--- src/rtl/led_cmd_pkg.sv ---
// Shared command codes, show states and priority ranking for the LED command path.
// The LED FSM decodes the same CMD_* codes, so the state encoding reuses them directly.
package led_cmd_pkg;

   localparam logic [2:0] CMD_IDLE   = 3'b000;
   localparam logic [2:0] CMD_REFUND = 3'b001;
   localparam logic [2:0] CMD_COIN   = 3'b011;
   localparam logic [2:0] CMD_VEND   = 3'b101;
   localparam logic [2:0] CMD_FAULT  = 3'b111;

   typedef enum logic [2:0] {
      ST_IDLE   = CMD_IDLE,
      ST_REFUND = CMD_REFUND,
      ST_COIN   = CMD_COIN,
      ST_VEND   = CMD_VEND,
      ST_FAULT  = CMD_FAULT
   } state_t;

   // Higher rank wins; IDLE ranks below every real event.
   function automatic logic [2:0] prio_rank(input state_t s);
      case (s)
         ST_FAULT:  prio_rank = 3'd4;
         ST_REFUND: prio_rank = 3'd3;
         ST_VEND:   prio_rank = 3'd2;
         ST_COIN:   prio_rank = 3'd1;
         default:   prio_rank = 3'd0;
      endcase
   endfunction

endpackage

--- src/rtl/led_tick_div.sv ---
// Free-running animation tick divider: pulses o_step_tick once every TICK_DIV clocks.
module led_tick_div #(
   parameter int TICK_DIV = 4
) (
   input  logic clk,
   input  logic rst_n,
   output logic o_step_tick
);

   localparam int CNT_W = (TICK_DIV > 1) ? $clog2(TICK_DIV) : 1;
   localparam logic [CNT_W-1:0] LAST = CNT_W'(TICK_DIV - 1);

   logic [CNT_W-1:0] r_div_cnt;

   always_ff @(posedge clk) begin
      if (!rst_n)                r_div_cnt <= '0;
      else if (r_div_cnt == LAST) r_div_cnt <= '0;
      else                       r_div_cnt <= r_div_cnt + 1'b1;
   end

   assign o_step_tick = (r_div_cnt == LAST);

endmodule

--- src/rtl/led_cmd_gen.sv ---
// Turns single-cycle machine events into held LED pattern commands plus the animation tick.
// Define LED_CMD_QUEUE_EN to keep one lower-priority event pending behind the current show.
module led_cmd_gen
   import led_cmd_pkg::*;
#(
   parameter int TICK_DIV     = 4,
   parameter int COIN_TICKS   = 3,
   parameter int VEND_TICKS   = 4,
   parameter int REFUND_TICKS = 2
) (
   input  logic       clk,
   input  logic       rst_n,
   input  logic       ev_coin,
   input  logic       ev_vend,
   input  logic       ev_refund,
   input  logic       ev_fault,
   input  logic       fault_clr,
   output logic [2:0] cmd,
   output logic       step_tick,
   output logic       busy
);

   localparam int MAX_CV = (COIN_TICKS > VEND_TICKS) ? COIN_TICKS : VEND_TICKS;
   localparam int MAX_T  = (MAX_CV > REFUND_TICKS) ? MAX_CV : REFUND_TICKS;
   localparam int REM_W  = $clog2(MAX_T + 1);

   state_t           r_state;
   logic [REM_W-1:0] r_rem;
   logic [2:0]       r_cmd;
   logic             r_busy;

   state_t           w_ev;
   state_t           w_pend;
   state_t           w_nxt_state;
   logic [REM_W-1:0] w_nxt_rem;
   logic             w_step;
   logic             w_show_end;

   function automatic logic [REM_W-1:0] ticks_of(input state_t s);
      case (s)
         ST_COIN:   ticks_of = REM_W'(COIN_TICKS);
         ST_VEND:   ticks_of = REM_W'(VEND_TICKS);
         ST_REFUND: ticks_of = REM_W'(REFUND_TICKS);
         default:   ticks_of = '0;
      endcase
   endfunction

   led_tick_div #(.TICK_DIV(TICK_DIV)) u_div (
      .clk         (clk),
      .rst_n       (rst_n),
      .o_step_tick (w_step)
   );

`ifdef LED_CMD_QUEUE_EN
   state_t r_pend;
   state_t w_nxt_pend;
   assign w_pend = r_pend;

   always_ff @(posedge clk) begin
      if (!rst_n) r_pend <= ST_IDLE;
      else        r_pend <= w_nxt_pend;
   end
`else
   assign w_pend = ST_IDLE;
`endif

   always_comb begin
      if (ev_fault)       w_ev = ST_FAULT;
      else if (ev_refund) w_ev = ST_REFUND;
      else if (ev_vend)   w_ev = ST_VEND;
      else if (ev_coin)   w_ev = ST_COIN;
      else                w_ev = ST_IDLE;
   end

   assign w_show_end = (r_state != ST_IDLE) && (r_state != ST_FAULT) && w_step && (r_rem == REM_W'(1));

   always_comb begin
      w_nxt_state = r_state;
      w_nxt_rem   = r_rem;
`ifdef LED_CMD_QUEUE_EN
      w_nxt_pend  = r_pend;
`endif
      if (r_state == ST_FAULT) begin
         if (fault_clr) begin
            w_nxt_state = ST_IDLE;
            w_nxt_rem   = '0;
`ifdef LED_CMD_QUEUE_EN
            w_nxt_pend  = ST_IDLE;
`endif
         end
      end else if (r_state == ST_IDLE || w_show_end) begin
         // An ending show behaves like IDLE, except the pending entry competes with new events.
         if (prio_rank(w_ev) > prio_rank(w_pend)) begin
            w_nxt_state = w_ev;
            w_nxt_rem   = ticks_of(w_ev);
         end else begin
            w_nxt_state = w_pend;
            w_nxt_rem   = ticks_of(w_pend);
`ifdef LED_CMD_QUEUE_EN
            w_nxt_pend  = (w_ev != ST_IDLE && prio_rank(w_ev) < prio_rank(w_pend)) ? w_ev : ST_IDLE;
`endif
         end
      end else if (prio_rank(w_ev) >= prio_rank(r_state)) begin
         w_nxt_state = w_ev;
         w_nxt_rem   = ticks_of(w_ev);
      end else begin
         if (w_step) w_nxt_rem = r_rem - 1'b1;
`ifdef LED_CMD_QUEUE_EN
         if (w_ev != ST_IDLE && prio_rank(w_ev) >= prio_rank(r_pend)) w_nxt_pend = w_ev;
`endif
      end
   end

   always_ff @(posedge clk) begin
      if (!rst_n) begin
         r_state <= ST_IDLE;
         r_rem   <= '0;
         r_cmd   <= CMD_IDLE;
         r_busy  <= 1'b0;
      end else begin
         r_state <= w_nxt_state;
         r_rem   <= w_nxt_rem;
         r_cmd   <= w_nxt_state;
         r_busy  <= (w_nxt_state != ST_IDLE);
      end
   end

   assign cmd       = r_cmd;
   assign busy      = r_busy;
   assign step_tick = w_step;

endmodule

--- config.mk ---
export PLATFORM = sky130hd
export DESIGN_NAME = led_cmd_gen
export DESIGN_NICKNAME = d
export VERILOG_FILES = /design/src/rtl/led_cmd_pkg.sv /design/src/rtl/led_tick_div.sv /design/src/rtl/led_cmd_gen.sv
export SDC_FILE = /design/constraint.sdc
export NUM_CORES = 1
export LEC_CHECK = 0
export BUFFER_PORTS_ARGS = -buffer_cell sky130_fd_sc_hd__buf_4
export CORE_MARGIN = 8
export CORE_UTILIZATION = 41
export CTS_BUF_LIST = sky130_fd_sc_hd__clkbuf_2 sky130_fd_sc_hd__clkbuf_4 sky130_fd_sc_hd__clkbuf_8
export CTS_CLUSTER_SIZE = 8
export DETAILED_ROUTE_END_ITERATION = 10
export PLACE_DENSITY = 0.58
export SYNTH_ARGS = -nofsm -noshare
export SYNTH_HDL_FRONTEND = slang
export SYNTH_SLANG_ARGS = --single-unit
--- constraint.sdc ---
create_clock -name clk -period 3 [get_ports clk]
set_clock_uncertainty 0.1 [all_clocks]
set_input_delay 0.15 -clock clk [delete_from_list [all_inputs] [get_ports clk]]
set_output_delay 0.15 -clock clk [all_outputs]
set_load 0.02 [all_outputs]
==> results.yml <==
outcome:
  status: "finished, final reports clean"
power_and_ir_drop:
  swShare_pct: 33.9
  p_clk_share_pct: 30.1
  seq_power_share_pct: 41.2
  p_leak_nw: 0.336
  power_frac_comb_pct: 28.7
  power_switching_mw: 0.124
  powerDensity_nw_per_um2: 453
  p_int_mw: 0.241
  ir_drop_v: 0.000258
floorplanning:
  die_y_microns: 57.2
  num_rows: 15
  start_util_pct: 42.1
  die-area_sq_um: 3270
  ios: 12
  die_x_microns: 57.2
  core-area_sq_um: 1650
worst_setup_path:
  r2r-end: "busy"
  cp_cell_sequence: "nor2b_1 -> ha_1 -> nor2b_1 -> o21ai_1 -> a2111o_1 -> mux2i_2 -> or3_1"
  reg2reg_slack_ns: 0.52
  worstPathArrival_ns: 2.54
  reg2reg_from: "cmd[0]"
  endpoint_kind: "flip-flop"
  worstSetupPathType: "reg2reg"
  cpMostUsedCell: "nor2b_1"
  cp_slowest_cell: "dfxtp_1"
  slowest_delay_ns: 0.57
  required_ns: 3.06
  worstPathMaxFanout: 10
  start_kind: "flip-flop"
  reg2regPathDepth: 7
yosys:
  synth_commonest_cells: "9 x dfxtp_1, 7 x nand2_1, 6 x nor2_1, 5 x ha_1"
  ys_async_sr_fraction_pct: 0
  synth_top_area_cell: "dfxtp_1"
  synthFlopType: "dfxtp_1"
  yosysWarnings: 0
  yosys.area.top_type_share_pct: 25.9
  synthXorXnorAreaFrac_pct: 0
  synth-seq-cells: 9
  synth_most_common_cell: "dfxtp_1"
  synth.distinct_cells: 38
  synth_edf_count: 0
  synthesis.area_sq_um: 696
  synth_seq_area_share_pct: 25.9
  synthAdderAreaFrac_pct: 8.99
  avgSynthCellArea_sq_um: 8.70
  synth_nets: 92
  synth_compound_area_share_pct: 17.8
  ys_top_cells_by_area: "dfxtp_1 26%, ha_1 9.0%, nand2_1 3.8%"
  synth_top_family_by_area: "simple AND/OR/NAND/NOR gates"
  yosys.area_share.simple_pct: 36.9
  syn_inst: 80
  synthMuxAreaShare_pct: 4.86
clock_network:
  cts_resized: 0
  root_buffer: "clkbuf_4"
  path_clk_slew_ns: 0.07
  clock_sinks: 9
  clockBufferDepth: 2
  cts_max_level: 1
  cts_tree: "built"
  cts_setup_buffers: 0
  cts_hold_buf: 0
  cts_buffers: 3
  clk_latency_ns: 0.28
placement:
  place_congestion: 0.834
  io_buffer_count: 11
  hpwlAfterDp_mm: 1.29
  placed_area_sq_um: 776
  post-place-ws_ns: 0.525
sta:
  finalMaxSlewViolations: 0
  min_period_ns: 2.48
  rsz0062_at_grt: "no"
  setup_ws_ns: 0.518
  fmaxAchievable_mhz: 403
  finalSetupTns_ns: 0
  relSlewSlack_pct: 60.1
  timing.final.crit_share_pct: 82.7
  tightest_slew_ns: 0.590
  hold_viol: 0
  finalSetupViolations: 0
grt:
  use_met1_pct: 13.0
  grt_busiest_layer: "met2"
  grt_usage_pct: 10.5
  grt_pass1_wl_mm: 2.76
  overflow: 0
  antenna_found_initial: 0
  grtUsageMet3_pct: 3.33
  grt_max_degree: 11
  grt_use_met2_pct: 14.9
  grt_pass1_vias: 629
layout:
  multiInputGateArea_sq_um: 477
  fin_nets: 105
  area_growth_pct: 15.8
  seqCellArea_sq_um: 180
  final_layout_size_suffix_gt1_share_pct: 27.2
  fin_util_pct: 48.8
  insertedDiodeCount: 0
  fillers: 172
  finalInstanceArea_sq_um: 806
route:
  drtAntennaViolNets: 0
  wirelength_mm: 1.59
  viasPerCell: 5.87
  first_pass_iters: 4
  vias: 640
  drt_iter0_markers: 15
  drc: 0
  post_drt_wl_per_cell_microns: 14.6
hold_path:
  hold_depth: 3
  min_path_type: "in2reg"
  min_from: "rst_n"
  min_to: "cmd[0]"
job:
  maxCapViolations: 0
[state kept, by name (all words and copies together), names as in the netlist]
register         count
cmd                  3
r_rem                3
u_div.r_div_cnt      2
busy                 1
[power groups by stage]
stage,sequential (mW),clock (mW),combinational (mW)
6_report,0.150,0.110,0.105
2_1_floorplan,0.151,0,0.0763
4_1_cts,0.150,0.110,0.106
5_1_grt,0.152,0.118,0.116
3_3_place_gp,0.152,0,0.105
3_5_place_dp,0.153,0,0.106
[how the worst max path moves through the flow]
| stage | from | end | slack, ns |
|---|---|---|---|
| finish | cmd[0] | busy | 0.52 |
| global route | cmd[0] | busy | 0.39 |
| CTS | cmd[0] | busy | 0.52 |
| detailed placement | cmd[0] | busy | 0.53 |
| global placement | cmd[0] | busy | 0.61 |
| floorplan | cmd[0] | busy | 0.60 |
[metal layers]
metal	vias to the layer above	routed length [microns]
li1	319	-
met1	297	759
met2	15	685
met3	9	91
met4	0	52
met5	-	0
[through the flow]
stage	hold slack, ns	instances	total power, mW
5_1_grt	0.0610	109	0.386
4_1_cts	0.0638	109	0.367
2_1_floorplan	0.246	80	0.228
3_3_place_gp	0.319	105	0.257
3_5_place_dp	0.322	105	0.259
6_report	0.0545	109	0.365
[layout make-up]
class	instances	share of cell area, %
clock buffers	4	3.73
inverters	4	1.86
multi-input cells	64	59.2
flip-flops and latches	9	22.4
well taps	17	2.64
repair buffers	11	10.2
[cell usage in the layout (no fill, tap or decap), types with 2 or more instances in the layout]
cell type  count
nand3_1        2
dfxtp_1        9
mux2i_1        2
nand3_2        2
nand2b_1       4
nand2_1        7
nor3_1         3
or4_1          2
inv_1          4
nor2_2         2
nor2b_1        3
o21bai_1       2
buf_4         11
nor2_1         6
clkbuf_4       4
ha_1           5
nand2_2        2
o21ai_1        3
[cells by family (layout without fill, tap and decap cells)]
| family | Yosys count | count (layout) |
|---|---|---|
| and+or+nand+nor | 42 | 42 |
| AOI/OAI and AO/OA | 14 | 14 |
| DFF | 9 | 9 |
| buffers and inverters | 7 | 19 |
| adders and majority gates | 5 | 5 |
| muxes | 3 | 3 |
[critical path, delay by kind of cell (launching register included)]
family	cells	cell delay, ns
AOI/OAI and AO/OA	2	0.49
muxes	1	0.17
DFF	1	0.57
adders and majority gates	1	0.24
and+or+nand+nor	3	0.79
Power figures use the tool's default switching activity.
